$ cat config.mk
export PLATFORM = sky130hd
export DESIGN_NAME = hamming_dec_engine
export DESIGN_NICKNAME = d
export VERILOG_FILES = /design/src/rtl/hamming_dec_engine.sv
export SDC_FILE = /design/constraint.sdc
export NUM_CORES = 1
export LEC_CHECK = 0
export CAP_MARGIN = 20
export CORE_UTILIZATION = 57
export DETAILED_ROUTE_END_ITERATION = 12
export GPL_TIMING_DRIVEN = 0
export PLACE_DENSITY_LB_ADDON = 0.08
export SYNTH_ARGS = -nofsm -noshare
export SYNTH_HDL_FRONTEND = slang
export SYNTH_SLANG_ARGS = --single-unit
$ cat constraint.sdc
create_clock -name i_clk -period 4.35 [get_ports i_clk]
set_input_delay 0.87 -clock i_clk [delete_from_list [all_inputs] [get_ports i_clk]]
set_output_delay 0.87 -clock i_clk [all_outputs]
set_load 0.01 [all_outputs]
$ cat src/rtl/hamming_dec_engine.sv
// Memory-walking Hamming(15,11) decoder: reads NUM_WORDS codewords, corrects single-bit errors, writes messages back.
// Optional HAMMING_ERRFLAG_EN: flags corrected words in bit 7 of the high byte and counts them on o_err_cnt.
module hamming_dec_engine #(
  parameter int AW        = 8,
  parameter int DW        = 8,
  parameter int NUM_WORDS = 15,
  parameter int SRC_BASE  = 64,
  parameter int DST_BASE  = 94
) (
  input  logic          i_clk,
  input  logic          i_reset,
  input  logic          i_init,
  output logic          o_done,
  output logic [AW-1:0] o_mem_addr,
  output logic          o_mem_wen,
  output logic [DW-1:0] o_mem_wdata,
`ifdef HAMMING_ERRFLAG_EN
  output logic [7:0]    o_err_cnt,
`endif
  input  logic [DW-1:0] i_mem_rdata
);

  typedef enum logic [2:0] {S_IDLE, S_RD_LO, S_RD_HI, S_WR_LO, S_WR_HI, S_DONE} state_t;

  localparam logic [AW-1:0] SRC = AW'(SRC_BASE);
  localparam logic [AW-1:0] DST = AW'(DST_BASE);

  state_t      r_state, w_next;
  logic [5:0]  r_idx;
  logic [7:0]  r_lo;
  logic [6:0]  r_hi;
  logic        r_done;
  logic        w_start;
  logic        w_last;
  logic [15:1] w_cw;
  logic [3:0]  w_syn;
  logic [10:0] w_dat;
  logic        w_flag;
  logic [AW-1:0] w_src, w_dst;

  assign w_start = i_init && (r_state == S_IDLE || r_state == S_DONE);
  assign w_last  = (r_idx == 6'(NUM_WORDS - 1));
  assign w_cw    = {r_hi, r_lo};
  assign w_src   = SRC + AW'({r_idx, 1'b0});
  assign w_dst   = DST + AW'({r_idx, 1'b0});
  assign o_done  = r_done;

  always_comb begin
    w_syn = '0;
    for (int k = 1; k < 16; k++)
      if (w_cw[k]) w_syn = w_syn ^ 4'(k);
  end

  // Walk the non-power-of-two positions in order; correction is applied per bit.
  always_comb begin
    int j;
    j     = 0;
    w_dat = '0;
    for (int k = 1; k < 16; k++) begin
      if ((k & (k - 1)) != 0) begin
        w_dat[j] = w_cw[k] ^ (w_syn == 4'(k));
        j++;
      end
    end
  end

`ifdef HAMMING_ERRFLAG_EN
  assign w_flag = (w_syn != 4'd0);
`else
  assign w_flag = 1'b0;
`endif

  always_comb begin
    w_next      = r_state;
    o_mem_addr  = '0;
    o_mem_wen   = 1'b0;
    o_mem_wdata = '0;
    case (r_state)
      S_IDLE, S_DONE: if (i_init) w_next = S_RD_LO;
      S_RD_LO: begin
        o_mem_addr = w_src;
        w_next     = S_RD_HI;
      end
      S_RD_HI: begin
        o_mem_addr = w_src + AW'(1);
        w_next     = S_WR_LO;
      end
      S_WR_LO: begin
        o_mem_addr  = w_dst;
        o_mem_wen   = 1'b1;
        o_mem_wdata = DW'(w_dat[7:0]);
        w_next      = S_WR_HI;
      end
      S_WR_HI: begin
        o_mem_addr  = w_dst + AW'(1);
        o_mem_wen   = 1'b1;
        o_mem_wdata = DW'({w_flag, 4'b0000, w_dat[10:8]});
        w_next      = w_last ? S_DONE : S_RD_LO;
      end
      default: w_next = S_IDLE;
    endcase
  end

`ifdef HAMMING_ERRFLAG_EN
  logic [7:0] r_err_cnt;
  assign o_err_cnt = r_err_cnt;

  always_ff @(posedge i_clk) begin
    if (i_reset)                            r_err_cnt <= '0;
    else if (w_start)                       r_err_cnt <= '0;
    else if (r_state == S_WR_HI && w_flag)  r_err_cnt <= r_err_cnt + 8'd1;
  end
`endif

  always_ff @(posedge i_clk) begin
    if (i_reset) begin
      r_state <= S_IDLE;
      r_idx   <= '0;
      r_lo    <= '0;
      r_hi    <= '0;
      r_done  <= 1'b0;
    end else begin
      r_state <= w_next;
      if (w_start)                 r_done <= 1'b0;
      else if (r_state == S_DONE)  r_done <= 1'b1;
      if (w_start)                 r_idx <= '0;
      else if (r_state == S_WR_HI) r_idx <= r_idx + 6'd1;
      if (r_state == S_RD_LO)      r_lo <= i_mem_rdata[7:0];
      if (r_state == S_RD_HI)      r_hi <= i_mem_rdata[6:0];
    end
  end

endmodule

# ---- Word level (Yosys, flattened, before mapping)
# Cells that the tools add are included.
dict set report op_classes {
  n_addsub 5
  n_eq_ne 18
  muxes 21
  bitwise 25
  n_reduce_logical 6
}
# cell n
set ops {}
lappend ops {{$mux W4} 8}
lappend ops {{$pmux W8 S4} 1}
lappend ops {{$eq A4 B4 Y1 const B} 7}
lappend ops {{$mux W3} 6}
lappend ops {{$add A7 B7 Y8 const A} 2}
lappend ops {{$add A8 B1 Y8 const B} 2}
lappend ops {{$pmux W8 S2} 1}
lappend ops {{$pmux W3 S5} 1}
lappend ops {{$eq A4 B3 Y1 const B} 3}
lappend ops {{$not A2 Y2} 6}
lappend ops {{$not A3 Y3} 4}
lappend ops {{$xor A1 B1 Y1} 11}
lappend ops {{$add A6 B1 Y6 const B} 1}
lappend ops {{$eq A3 B2 Y1 const B} 2}
lappend ops {{$eq A3 B3 Y1 const B} 2}
lappend ops {{$eq A6 B4 Y1 const B} 1}
lappend ops {{$reduce_or A2 Y1} 3}
lappend ops {{$eq A4 B2 Y1 const B} 1}
lappend ops {{$mux W2} 2}
lappend ops {{$not A4 Y4} 1}
lappend ops {{$eq A3 B1 Y1 const B} 1}
lappend ops {{$logic_not A3 Y1} 1}
lappend ops {{$not A1 Y1 const A} 3}
lappend ops {{$mux W1} 2}
lappend ops {{3 further kinds} 3}
dict set report totals {
  register_bits 25
  inputBits 11
  out_inout_bits 18
  word_cells 80
}

# ---- Logic depth before layout (Yosys ltp)
# Gate-level depths: netlist of the first run.
dict set report depth {
  word_depth 29
  depth_mapped 7
  ltp_nobuf 6
}

# ---- Worst setup path before layout of the first run
# Ideal clock, no wire load.
dict set report synth_path {
  path_type {flip-flop to output port}
  start {register r_lo[6]}
  end {output port o_mem_wdata[2]}
  t_arrival_ns 1.589
  t_required_ns 3.480
  path_slack_ns 1.891
  stages_incl_launch_ff 7
  n_path_buf 0
  path_cell_list {dfxtp_1 -> xor2_1 -> xnor2_1 -> nor3_1 -> o22ai_1 -> xor2_1 -> o22ai_1}
}
dict set report synth_via {
  elab_chain_len 16
  word_cells_on_any_way 21
  cone_classes {eq/ne (2); mux (10); bitwise (9)}
}
# element line
set synth_lines {}
lappend synth_lines {{start, declared} 30} ;# logic [7:0] r_lo;
lappend synth_lines {{start signal, assigned} 128} ;# if (r_state == S_RD_LO) r_lo <= i_mem_rdata[7:0];
lappend synth_lines {{$mux W3 (*)} 51} ;# if (w_cw[k]) w_syn = w_syn ^ 4'(k);
lappend synth_lines {{$mux W4 (*)} 51}
lappend synth_lines {{$not A2 Y2 (no source line) or $mux W4 (tied branches)} -}
lappend synth_lines {{$mux W4 (*) (2 in a row)} 51}
lappend synth_lines {{$not A3 Y3 (no source line) or $not A2 Y2 (tied branches)} -}
lappend synth_lines {{$mux W4 (*) (2 in a row)} 51}
lappend synth_lines {{$not A3 Y3 (no source line) or $mux W4 (tied branches)} -}
lappend synth_lines {{$mux W4 (*) (2 in a row)} 51}
lappend synth_lines {{$not A4 Y4 (no source line)} -}
lappend synth_lines {{$mux W4 (*)} 51}
lappend synth_lines {{$eq A4 B4 Y1 or $eq A4 B3 Y1 (tied branches)} 61} ;# w_dat[j] = w_cw[k] ^ (w_syn == 4'(k));
lappend synth_lines {{$xor A1 B1 Y1} 61}
lappend synth_lines {{$pmux W8 S2 (*)} 78} ;# case (r_state)
lappend synth_lines {{end, declared} 16} ;# output logic [DW-1:0] o_mem_wdata,
# Every way passes the cells marked *; elsewhere a longest branch is shown, timed or not.

# ---- Final worst setup path of the first run
dict set report layout_path {
  start {register r_lo[5]}
  end {output port o_mem_wdata[1]}
}
dict set report layout_via {
  elab_chain_len 18
  word_cells_on_any_way 22
  cone_classes {eq/ne (2); mux (11); bitwise (9)}
}
# element line
set layout_lines {}
lappend layout_lines {{$mux W3 (*)} 51}
lappend layout_lines {{$not A3 Y3 (no source line)} -}
lappend layout_lines {{$mux W3 (*)} 51}
lappend layout_lines {{$mux W4 (*) (2 in a row)} 51}
lappend layout_lines {{$not A2 Y2 (no source line) or $mux W4 (tied branches)} -}
lappend layout_lines {{$mux W4 (*)} 51}
lappend layout_lines {{$not A3 Y3 (no source line) or $not A2 Y2 (tied branches)} -}
lappend layout_lines {{$mux W4 (*) (3 in a row)} 51}
lappend layout_lines {{$not A3 Y3 (no source line)} -}
lappend layout_lines {{$mux W4 (*)} 51}
lappend layout_lines {{$not A4 Y4 (no source line)} -}
lappend layout_lines {{$mux W4 (*)} 51}
lappend layout_lines {{$eq A4 B4 Y1 or $eq A4 B3 Y1 (tied branches)} 61}
lappend layout_lines {{$xor A1 B1 Y1} 61}
lappend layout_lines {{$pmux W8 S2 (*)} 78}
# Marked as above.

==> report_table.html, run 1 <==
<table>
<tr><th>Metric</th><th>Value</th></tr>
<tr><th colspan="2">Setup path</th></tr>
<tr><td>CP required</td><td>3480 ps</td></tr>
<tr><td>Beginning of the critical path</td><td>r_lo[5]$_SDFFE_PP0N_</td></tr>
<tr><td>Worst setup EP type</td><td>output pin</td></tr>
<tr><td>Endpoint of the worst register-to-register path</td><td>r_state[1]$_SDFFE_PP0P_</td></tr>
<tr><td>Number of buffers and inverters on the critical path</td><td>1</td></tr>
<tr><td>Maximum net fanout on the critical path</td><td>4</td></tr>
<tr><td>Critical Path End</td><td>o_mem_wdata[1]</td></tr>
<tr><td>Critical-path top delay cell</td><td>clkdlybuf4s50_1</td></tr>
<tr><td>CP Cell Sequence</td><td>xor2_1 &gt; xnor2_1 &gt; nor3_1 &gt; o22ai_1 &gt; xor2_1 &gt; o22ai_1 &gt; clkdlybuf4s50_1</td></tr>
<tr><td>Slack of the worst reg-to-reg path</td><td>2660 ps</td></tr>
<tr><td>Count of cell instances traversed by the critical path</td><td>7</td></tr>
<tr><td>Largest delay share family, worst path</td><td>XOR/XNOR gates</td></tr>
<tr><td>Reg2reg path depth</td><td>5</td></tr>
<tr><td>Arrival time at the worst endpoint</td><td>2800 ps</td></tr>
<tr><td>CP Launch Type</td><td>flip-flop</td></tr>
<tr><td>Type of the worst setup path</td><td>reg -&gt; out</td></tr>
<tr><td>Delay contributed by the slowest stage of the critical path</td><td>570 ps</td></tr>
<tr><td>Reg-to-reg critical path startpoint</td><td>r_state[0]$_SDFFE_PP0P_</td></tr>
<tr><th colspan="2">Floorplanning</th></tr>
<tr><td>Site Rows</td><td>19</td></tr>
<tr><td>Die Span Y</td><td>56.24 um</td></tr>
<tr><td>Count of boundary I/O pins</td><td>29</td></tr>
<tr><td>Floorplan core area</td><td>2781 um2</td></tr>
<tr><td>Floorplan die area</td><td>3162 um2</td></tr>
<tr><td>Die W</td><td>56.24 um</td></tr>
<tr><td>Initial core utilization</td><td>60.28%</td></tr>
<tr><th colspan="2">Clock network</th></tr>
<tr><td>Clock-pin slew of the registers on the worst-case setup and hold paths</td><td>140 ps</td></tr>
<tr><td>Worst-Skew Late Latency</td><td>330 ps</td></tr>
<tr><td>Post-CTS resize count</td><td>0</td></tr>
<tr><td>Number of clock sinks seen by CTS</td><td>25</td></tr>
<tr><td>Maximum number of buffers from clock root to sink</td><td>2</td></tr>
<tr><td>TritonCTS clock tree</td><td>built</td></tr>
<tr><td>Root buffer selected by CTS</td><td>clkbuf_4</td></tr>
<tr><td>Cts-stage hold buffer count</td><td>0</td></tr>
<tr><td>CTS H-Tree Depth</td><td>1</td></tr>
<tr><td>TritonCTS Buffers</td><td>3</td></tr>
<tr><td>Post-CTS repair timing setup buffer count</td><td>0</td></tr>
<tr><th colspan="2">Yosys</th></tr>
<tr><td>Warnings, synthesis</td><td>0</td></tr>
<tr><td>Flops &amp; latches, synth</td><td>25</td></tr>
<tr><td>Fraction of registers with async set/reset</td><td>0%</td></tr>
<tr><td>Synthesized netlist cell count</td><td>205</td></tr>
<tr><td>Most used flip-flop cell after synthesis</td><td>dfxtp_1</td></tr>
<tr><td>Total standard cell area after synthesis</td><td>1677 um2</td></tr>
<tr><td>Syn nets</td><td>219</td></tr>
<tr><td>Number of enable flip-flop cells after synthesis</td><td>0</td></tr>
<tr><td>Proportion of synthesized chip area in sequential cells</td><td>29.85%</td></tr>
<tr><td>Average size of a mapped cell</td><td>8.179 um2</td></tr>
<tr><td>Distinct cells, synth</td><td>31</td></tr>
<tr><th colspan="2">GRT</th></tr>
<tr><td>Initial antenna violation count</td><td>0</td></tr>
<tr><td>Number of global-route vias before repair</td><td>1459</td></tr>
<tr><td>Largest net degree at the start of global routing</td><td>16</td></tr>
<tr><td>Remaining global-route overflow</td><td>0</td></tr>
<tr><td>Wire length of the first global-routing pass</td><td>6803 um</td></tr>
<tr><td>Overall fraction of global-route tracks in use</td><td>27.59%</td></tr>
<tr><th colspan="2">Timing</th></tr>
<tr><td>Post-route fraction of the period consumed by the critical path</td><td>84.45%</td></tr>
<tr><td>Minimum clock period after layout</td><td>3674 ps</td></tr>
<tr><td>Unrepaired setup endpoints after global routing</td><td>no</td></tr>
<tr><td>Tightest Pin Transition</td><td>617.3 ps</td></tr>
<tr><td>Clock skew</td><td>8.621 ps</td></tr>
<tr><td>Final hold slack</td><td>493.8 ps</td></tr>
<tr><td>Worst slew margin relative to its limit</td><td>58.85%</td></tr>
<tr><td>Final Worst Setup Slack</td><td>676.5 ps</td></tr>
<tr><td>Maximum operating frequency</td><td>272.2 MHz</td></tr>
<tr><td>Setup_tns</td><td>0 ps</td></tr>
<tr><td>Number of max-slew violations in the final report</td><td>0</td></tr>
<tr><td>Final hold vios</td><td>0</td></tr>
<tr><td>Number of setup violations in the final report</td><td>0</td></tr>
<tr><th colspan="2">Pwr</th></tr>
<tr><td>Pwr Density</td><td>278.8 nW/um2</td></tr>
<tr><td>Leakage component of the power</td><td>0.6920 nW</td></tr>
<tr><td>Final total power</td><td>0.5621 mW</td></tr>
<tr><td>Worst vdd ir</td><td>0.3123 mV</td></tr>
<tr><th colspan="2">Layout</th></tr>
<tr><td>Leading cell types in the layout, fill and taps excluded</td><td>32 x nor2_1, 27 x clkdlybuf4s50_1, 26 x xor2_1, 25 x dfxtp_1, 16 x o22ai_1</td></tr>
<tr><td>Commonest non-fill, non-tap cell in the layout</td><td>nor2_1</td></tr>
<tr><td>Post-route standard cell area excluding fillers</td><td>2016 um2</td></tr>
<tr><td>Layout cells sized above 1</td><td>6.780%</td></tr>
<tr><td>Antenna diode count</td><td>0</td></tr>
<tr><td>Filler Cells Inserted</td><td>218</td></tr>
<tr><td>Total number of nets in the final design</td><td>251</td></tr>
<tr><td>Signed area change from the synthesized netlist to the final layout</td><td>20.22%</td></tr>
<tr><th colspan="2">Status</th></tr>
<tr><td>Run status</td><td>complete, no violations</td></tr>
<tr><th colspan="2">Detailed routing</th></tr>
<tr><td>Initial DRC Count</td><td>105</td></tr>
<tr><td>Average wire per standard cell</td><td>14.93 um</td></tr>
<tr><td>Number of vias per cell</td><td>5.955</td></tr>
<tr><td>Via count</td><td>1590</td></tr>
<tr><td>Residual DRC count</td><td>0</td></tr>
<tr><td>Remaining number of nets flagged by the antenna check after routing</td><td>0</td></tr>
<tr><td>Number of detailed-routing iterations run before antenna repair</td><td>5</td></tr>
<tr><td>Drt total wl</td><td>3986 um</td></tr>
<tr><th colspan="2">Placement</th></tr>
<tr><td>Count of port buffers added during placement</td><td>27</td></tr>
<tr><td>Setup slack at placement</td><td>1098 ps</td></tr>
<tr><td>Placed wire-length estimate after detailed placement</td><td>3114 um</td></tr>
<tr><td>Routability-driven placement congestion ratio</td><td>0.9400</td></tr>
<tr><td>Placed standard-cell area</td><td>1986 um2</td></tr>
<tr><th colspan="2">Worst hold path</th></tr>
<tr><td>Kind of path behind the tightest hold check</td><td>reg -&gt; reg</td></tr>
<tr><th colspan="2">Flow run</th></tr>
<tr><td>Count of maximum capacitance violations</td><td>0</td></tr>
</table>
==> sequential cells by signal, indices dropped and copies added, names as in the netlist <==
register,cells
o_done,1
r_state,3
r_lo,8
r_idx,6
r_hi,7
==> cells in the mapped netlist, drive strengths merged, types with 2 or more instances <==
cell type	n	area, um2
nor3	19	125.1
ha	3	37.54
nor2	32	120.1
and2	2	12.51
nor3b	2	15.01
xnor2	14	122.6
a21oi	9	45.04
xor2	27	244.0
or2	2	12.51
clkbuf	6	22.52
buf	3	12.51
inv	5	18.76
o21ai	3	15.01
nand2	12	45.04
nand4	2	12.51
mux2i	15	150.1
dfxtp	25	500.5
o22ai	16	100.1
==> worst min path at each step <==
stage	from	endpoint	slack, ps	cells after the start
6_report	o_done$_SDFFE_PP0N_	o_done$_SDFFE_PP0N_	490	2
5_1_grt	o_done$_SDFFE_PP0N_	o_done$_SDFFE_PP0N_	550	2
4_1_cts	o_done$_SDFFE_PP0N_	o_done$_SDFFE_PP0N_	500	2
3_5_place_dp	o_done$_SDFFE_PP0N_	o_done$_SDFFE_PP0N_	470	2
3_3_place_gp	o_done$_SDFFE_PP0N_	o_done$_SDFFE_PP0N_	460	2
2_1_floorplan	r_lo[0]$_SDFFE_PP0N_	r_lo[0]$_SDFFE_PP0N_	480	2
==> layout make-up <==
cell class	instances	area [um2]	share of cell area, %
Sequential cell	25	500.5	24.83
Timing Repair Buffer	27	270.3	13.41
Inverter	5	18.77	0.9311
Clock inverter	1	7.507	0.3724
Tap cell	31	38.79	1.924
Buffer	9	35.03	1.738
Multi-Input combinational cell	166	1122	55.68
Clock buffer	3	22.52	1.117
==> layer usage <==
layer	up-vias	global-route usage [%]	share of wire, %
li1	768	-	-
met1	720	37.55	45
met2	82	42.52	45
met3	20	4.419	6.6
met4	0	13.24	3.5
met5	-	0	0
==> metrics by stage <==
step,util (%),std cells
finish,72.47,267
global route,72.47,267
CTS,72.47,267
detailed placement,71.39,263
global placement,71.39,263
floorplan,-,205
==> tightest hold or removal path, stage by stage, from the launching register on <==
cell and delay [ps]:
dfxtp_1 350, a31oi_1 40, nor2_1 70
==> report_power, final <==
part / internal [mW] / switching (mW) / total [mW] / leakage [nW]
sequential: 0.240 / 0.0135 / 0.253 / 0.203
clock: 0.0353 / 0.0718 / 0.107 / 0.0139
combinational: 0.0829 / 0.119 / 0.202 / 0.475
==> kinds of logic after synthesis <==
kind of cell             Yosys count  share of synthesized area, %
flip-flops                        25                         29.85
XOR/XNOR                          41                         21.87
AO/OA/AOI/OAI                     34                         12.46
adder cells (fa/ha/maj)            3                         2.239
multiplexers                      15                         8.955
buffers and inverters             14                         3.208
AND/OR/NAND/NOR                   73                         21.42
No activity file was read; power rests on OpenSTA's default activity.
==> run 2, diff against run 1 <==
--- a/config.mk
+++ b/config.mk
@@ -6,7 +6,7 @@
 export NUM_CORES = 1
 export LEC_CHECK = 0
 export CAP_MARGIN = 20
-export CORE_UTILIZATION = 57
+export CORE_UTILIZATION = 53
 export DETAILED_ROUTE_END_ITERATION = 12
 export GPL_TIMING_DRIVEN = 0
 export PLACE_DENSITY_LB_ADDON = 0.08
==> constraint.sdc (replaced) <==
create_clock -name i_clk -period 3.7 [get_ports i_clk]
set_input_delay 0.74 -clock i_clk [delete_from_list [all_inputs] [get_ports i_clk]]
set_output_delay 0.74 -clock i_clk [all_outputs]
set_load 0.01 [all_outputs]
==> report_table.html, run 2 (synthesized netlist as in run 1, its figures left out) <==
<table>
<tr><th>Metric</th><th>Value</th></tr>
<tr><th colspan="2">Setup path</th></tr>
<tr><td>Largest delay share family, worst path</td><td>XOR/XNOR gates</td></tr>
<tr><td>CP required</td><td>2960 ps</td></tr>
<tr><td>Type of the worst setup path</td><td>reg -&gt; out</td></tr>
<tr><td>Delay contributed by the slowest stage of the critical path</td><td>570 ps</td></tr>
<tr><td>Arrival time at the worst endpoint</td><td>2770 ps</td></tr>
<tr><td>Worst setup EP type</td><td>output pin</td></tr>
<tr><td>Number of buffers and inverters on the critical path</td><td>1</td></tr>
<tr><td>CP Launch Type</td><td>flip-flop</td></tr>
<tr><td>Maximum net fanout on the critical path</td><td>4</td></tr>
<tr><td>CP Cell Sequence</td><td>xor2_1 &gt; xnor2_1 &gt; nor3_1 &gt; o22ai_1 &gt; xor2_1 &gt; o22ai_1 &gt; clkdlybuf4s50_1</td></tr>
<tr><td>Critical-path top delay cell</td><td>clkdlybuf4s50_1</td></tr>
<tr><th colspan="2">Clock network</th></tr>
<tr><td>Maximum number of buffers from clock root to sink</td><td>2</td></tr>
<tr><td>Post-CTS repair timing setup buffer count</td><td>0</td></tr>
<tr><td>CTS H-Tree Depth</td><td>1</td></tr>
<tr><td>TritonCTS clock tree</td><td>built</td></tr>
<tr><td>TritonCTS Buffers</td><td>3</td></tr>
<tr><td>Post-CTS resize count</td><td>0</td></tr>
<tr><td>Worst-Skew Late Latency</td><td>330 ps</td></tr>
<tr><td>Number of clock sinks seen by CTS</td><td>25</td></tr>
<tr><td>Root buffer selected by CTS</td><td>clkbuf_4</td></tr>
<tr><td>Clock-pin slew of the registers on the worst-case setup and hold paths</td><td>130 ps</td></tr>
<tr><td>Cts-stage hold buffer count</td><td>0</td></tr>
<tr><th colspan="2">GRT</th></tr>
<tr><td>Number of global-route vias before repair</td><td>1367</td></tr>
<tr><td>Wire length of the first global-routing pass</td><td>6272 um</td></tr>
<tr><td>Overall fraction of global-route tracks in use</td><td>24.25%</td></tr>
<tr><td>Remaining global-route overflow</td><td>0</td></tr>
<tr><td>Largest net degree at the start of global routing</td><td>15</td></tr>
<tr><td>Initial antenna violation count</td><td>0</td></tr>
<tr><th colspan="2">Pwr</th></tr>
<tr><td>Final total power</td><td>0.6535 mW</td></tr>
<tr><td>Worst vdd ir</td><td>0.2651 mV</td></tr>
<tr><td>Portion of total power attributed to sequential cells</td><td>45.5%</td></tr>
<tr><td>Pwr Density</td><td>320.4 nW/um2</td></tr>
<tr><td>Switching power total</td><td>0.2329 mW</td></tr>
<tr><td>Leakage component of the power</td><td>0.6974 nW</td></tr>
<tr><td>Logic pwr share</td><td>36.0%</td></tr>
<tr><td>Switching Fraction</td><td>35.64%</td></tr>
<tr><td>Clk pwr share</td><td>18.5%</td></tr>
<tr><td>Internal portion of total power</td><td>0.4206 mW</td></tr>
<tr><th colspan="2">Timing</th></tr>
<tr><td>Clock skew</td><td>6.631 ps</td></tr>
<tr><td>Number of max-slew violations in the final report</td><td>0</td></tr>
<tr><td>Minimum clock period after layout</td><td>3509 ps</td></tr>
<tr><td>Tightest Pin Transition</td><td>629.0 ps</td></tr>
<tr><td>Worst slew margin relative to its limit</td><td>58.06%</td></tr>
<tr><td>Maximum operating frequency</td><td>285.0 MHz</td></tr>
<tr><td>Post-route fraction of the period consumed by the critical path</td><td>94.83%</td></tr>
<tr><td>Unrepaired setup endpoints after global routing</td><td>no</td></tr>
<tr><td>Number of setup violations in the final report</td><td>0</td></tr>
<tr><td>Setup_tns</td><td>0 ps</td></tr>
<tr><td>Final hold vios</td><td>0</td></tr>
<tr><th colspan="2">Placement</th></tr>
<tr><td>Placed wire-length estimate after detailed placement</td><td>2979 um</td></tr>
<tr><td>Count of port buffers added during placement</td><td>27</td></tr>
<tr><td>Routability-driven placement congestion ratio</td><td>0.8376</td></tr>
<tr><th colspan="2">Layout</th></tr>
<tr><td>Leading cell types in the layout, fill and taps excluded</td><td>32 x nor2_1, 27 x clkdlybuf4s50_1, 26 x xor2_1, 25 x dfxtp_1, 16 x o22ai_1</td></tr>
<tr><td>Antenna diode count</td><td>0</td></tr>
<tr><td>Signed area change from the synthesized netlist to the final layout</td><td>21.64%</td></tr>
<tr><td>Commonest non-fill, non-tap cell in the layout</td><td>nor2_1</td></tr>
<tr><td>Total number of nets in the final design</td><td>251</td></tr>
<tr><td>Register with the most flip-flops</td><td>r_lo</td></tr>
<tr><td>Layout cells sized above 1</td><td>7.627%</td></tr>
<tr><td>Number of flip-flops in the largest register</td><td>8</td></tr>
<tr><td>Registers with the highest flip-flop counts</td><td>r_lo (8), r_hi (7), r_idx (6)</td></tr>
<tr><th colspan="2">Status</th></tr>
<tr><td>Run status</td><td>complete, no violations</td></tr>
<tr><th colspan="2">Detailed routing</th></tr>
<tr><td>Average wire per standard cell</td><td>13.48 um</td></tr>
<tr><td>Number of vias per cell</td><td>5.500</td></tr>
<tr><td>Remaining number of nets flagged by the antenna check after routing</td><td>0</td></tr>
<tr><td>Via count</td><td>1540</td></tr>
<tr><td>Drt total wl</td><td>3774 um</td></tr>
<tr><td>Residual DRC count</td><td>0</td></tr>
<tr><td>Number of detailed-routing iterations run before antenna repair</td><td>4</td></tr>
<tr><td>Initial DRC Count</td><td>65</td></tr>
<tr><th colspan="2">Floorplanning</th></tr>
<tr><td>Floorplan die area</td><td>3392 um2</td></tr>
<tr><td>Die Span Y</td><td>58.25 um</td></tr>
<tr><td>Initial core utilization</td><td>55.37%</td></tr>
<tr><td>Die W</td><td>58.25 um</td></tr>
<tr><td>Count of boundary I/O pins</td><td>29</td></tr>
<tr><td>Floorplan core area</td><td>3028 um2</td></tr>
<tr><td>Site Rows</td><td>20</td></tr>
<tr><th colspan="2">Worst hold path</th></tr>
<tr><td>Kind of path behind the tightest hold check</td><td>reg -&gt; reg</td></tr>
<tr><th colspan="2">Flow run</th></tr>
<tr><td>Count of maximum capacitance violations</td><td>0</td></tr>
</table>
==> run 2: worst reg2reg max path, stage by stage (launching register included) <==
cell and delay [ps]:
dfxtp_1 320, clkbuf_1 190, nor3_1 230, buf_1 510, mux2i_1 270, nor2_1 70
==> run 2: layout make-up <==
class                      count  area [um2]
multi-input combinational    166        1132
fill                         272       988.4
sequential                    25       500.5
timing repair buffer          27       270.3
tap                           44       55.05
buffer                         9       35.03
clock buffer                   3       22.52
inverter                       5       18.77
clock inverter                 1       5.005
==> run 2: power groups by stage <==
stage	clock network (mW)	logic [mW]	registers [mW]
final	0.121	0.235	0.298
after global routing	0.132	0.258	0.299
after CTS	0.123	0.230	0.297
after detailed placement	0	0.230	0.303
after global placement	0	0.220	0.303
after floorplan	0	0.175	0.299
==> run 2: stage by stage <==
stage               hold slack (ps)  cell area (um2)  cells  setup WS, ps  util [%]
global route                  533.2             2039    280         69.94     67.36
global placement              457.5             2002    276         685.1     66.12
CTS                           509.3             2029    280         192.8     67.02
floorplan                     482.0             1677    205          1371         -
detailed placement            477.5             2002    276         560.2     66.12
finish                        495.9             2039    280         191.3     67.36
==> run 2: worst paths after layout <==
kind	from	to	slack (ps)	cells after the start
hold / removal	o_done$_SDFFE_PP0N_	o_done$_SDFFE_PP0N_	500	2
hold reg to reg	o_done$_SDFFE_PP0N_	o_done$_SDFFE_PP0N_	500	2
setup reg to reg	r_state[2]$_SDFFE_PP0P_	r_hi[1]$_SDFFE_PP0N_	1990	5
setup / recovery	r_hi[0]$_SDFFE_PP0N_	o_mem_wdata[1]	190	7
==> run 2: layer usage <==
| layer | part of all wire [%] | global-route usage, % | vias up | wire length [um] |
|---|---|---|---|---|
| met5 | 0 | 0 | - | 0 |
| met4 | 2.1 | 9.524 | 0 | 80 |
| met3 | 2.7 | 2.679 | 9 | 101 |
| met2 | 46 | 37.27 | 34 | 1746 |
| met1 | 49 | 34.82 | 731 | 1845 |
| li1 | - | - | 766 | - |
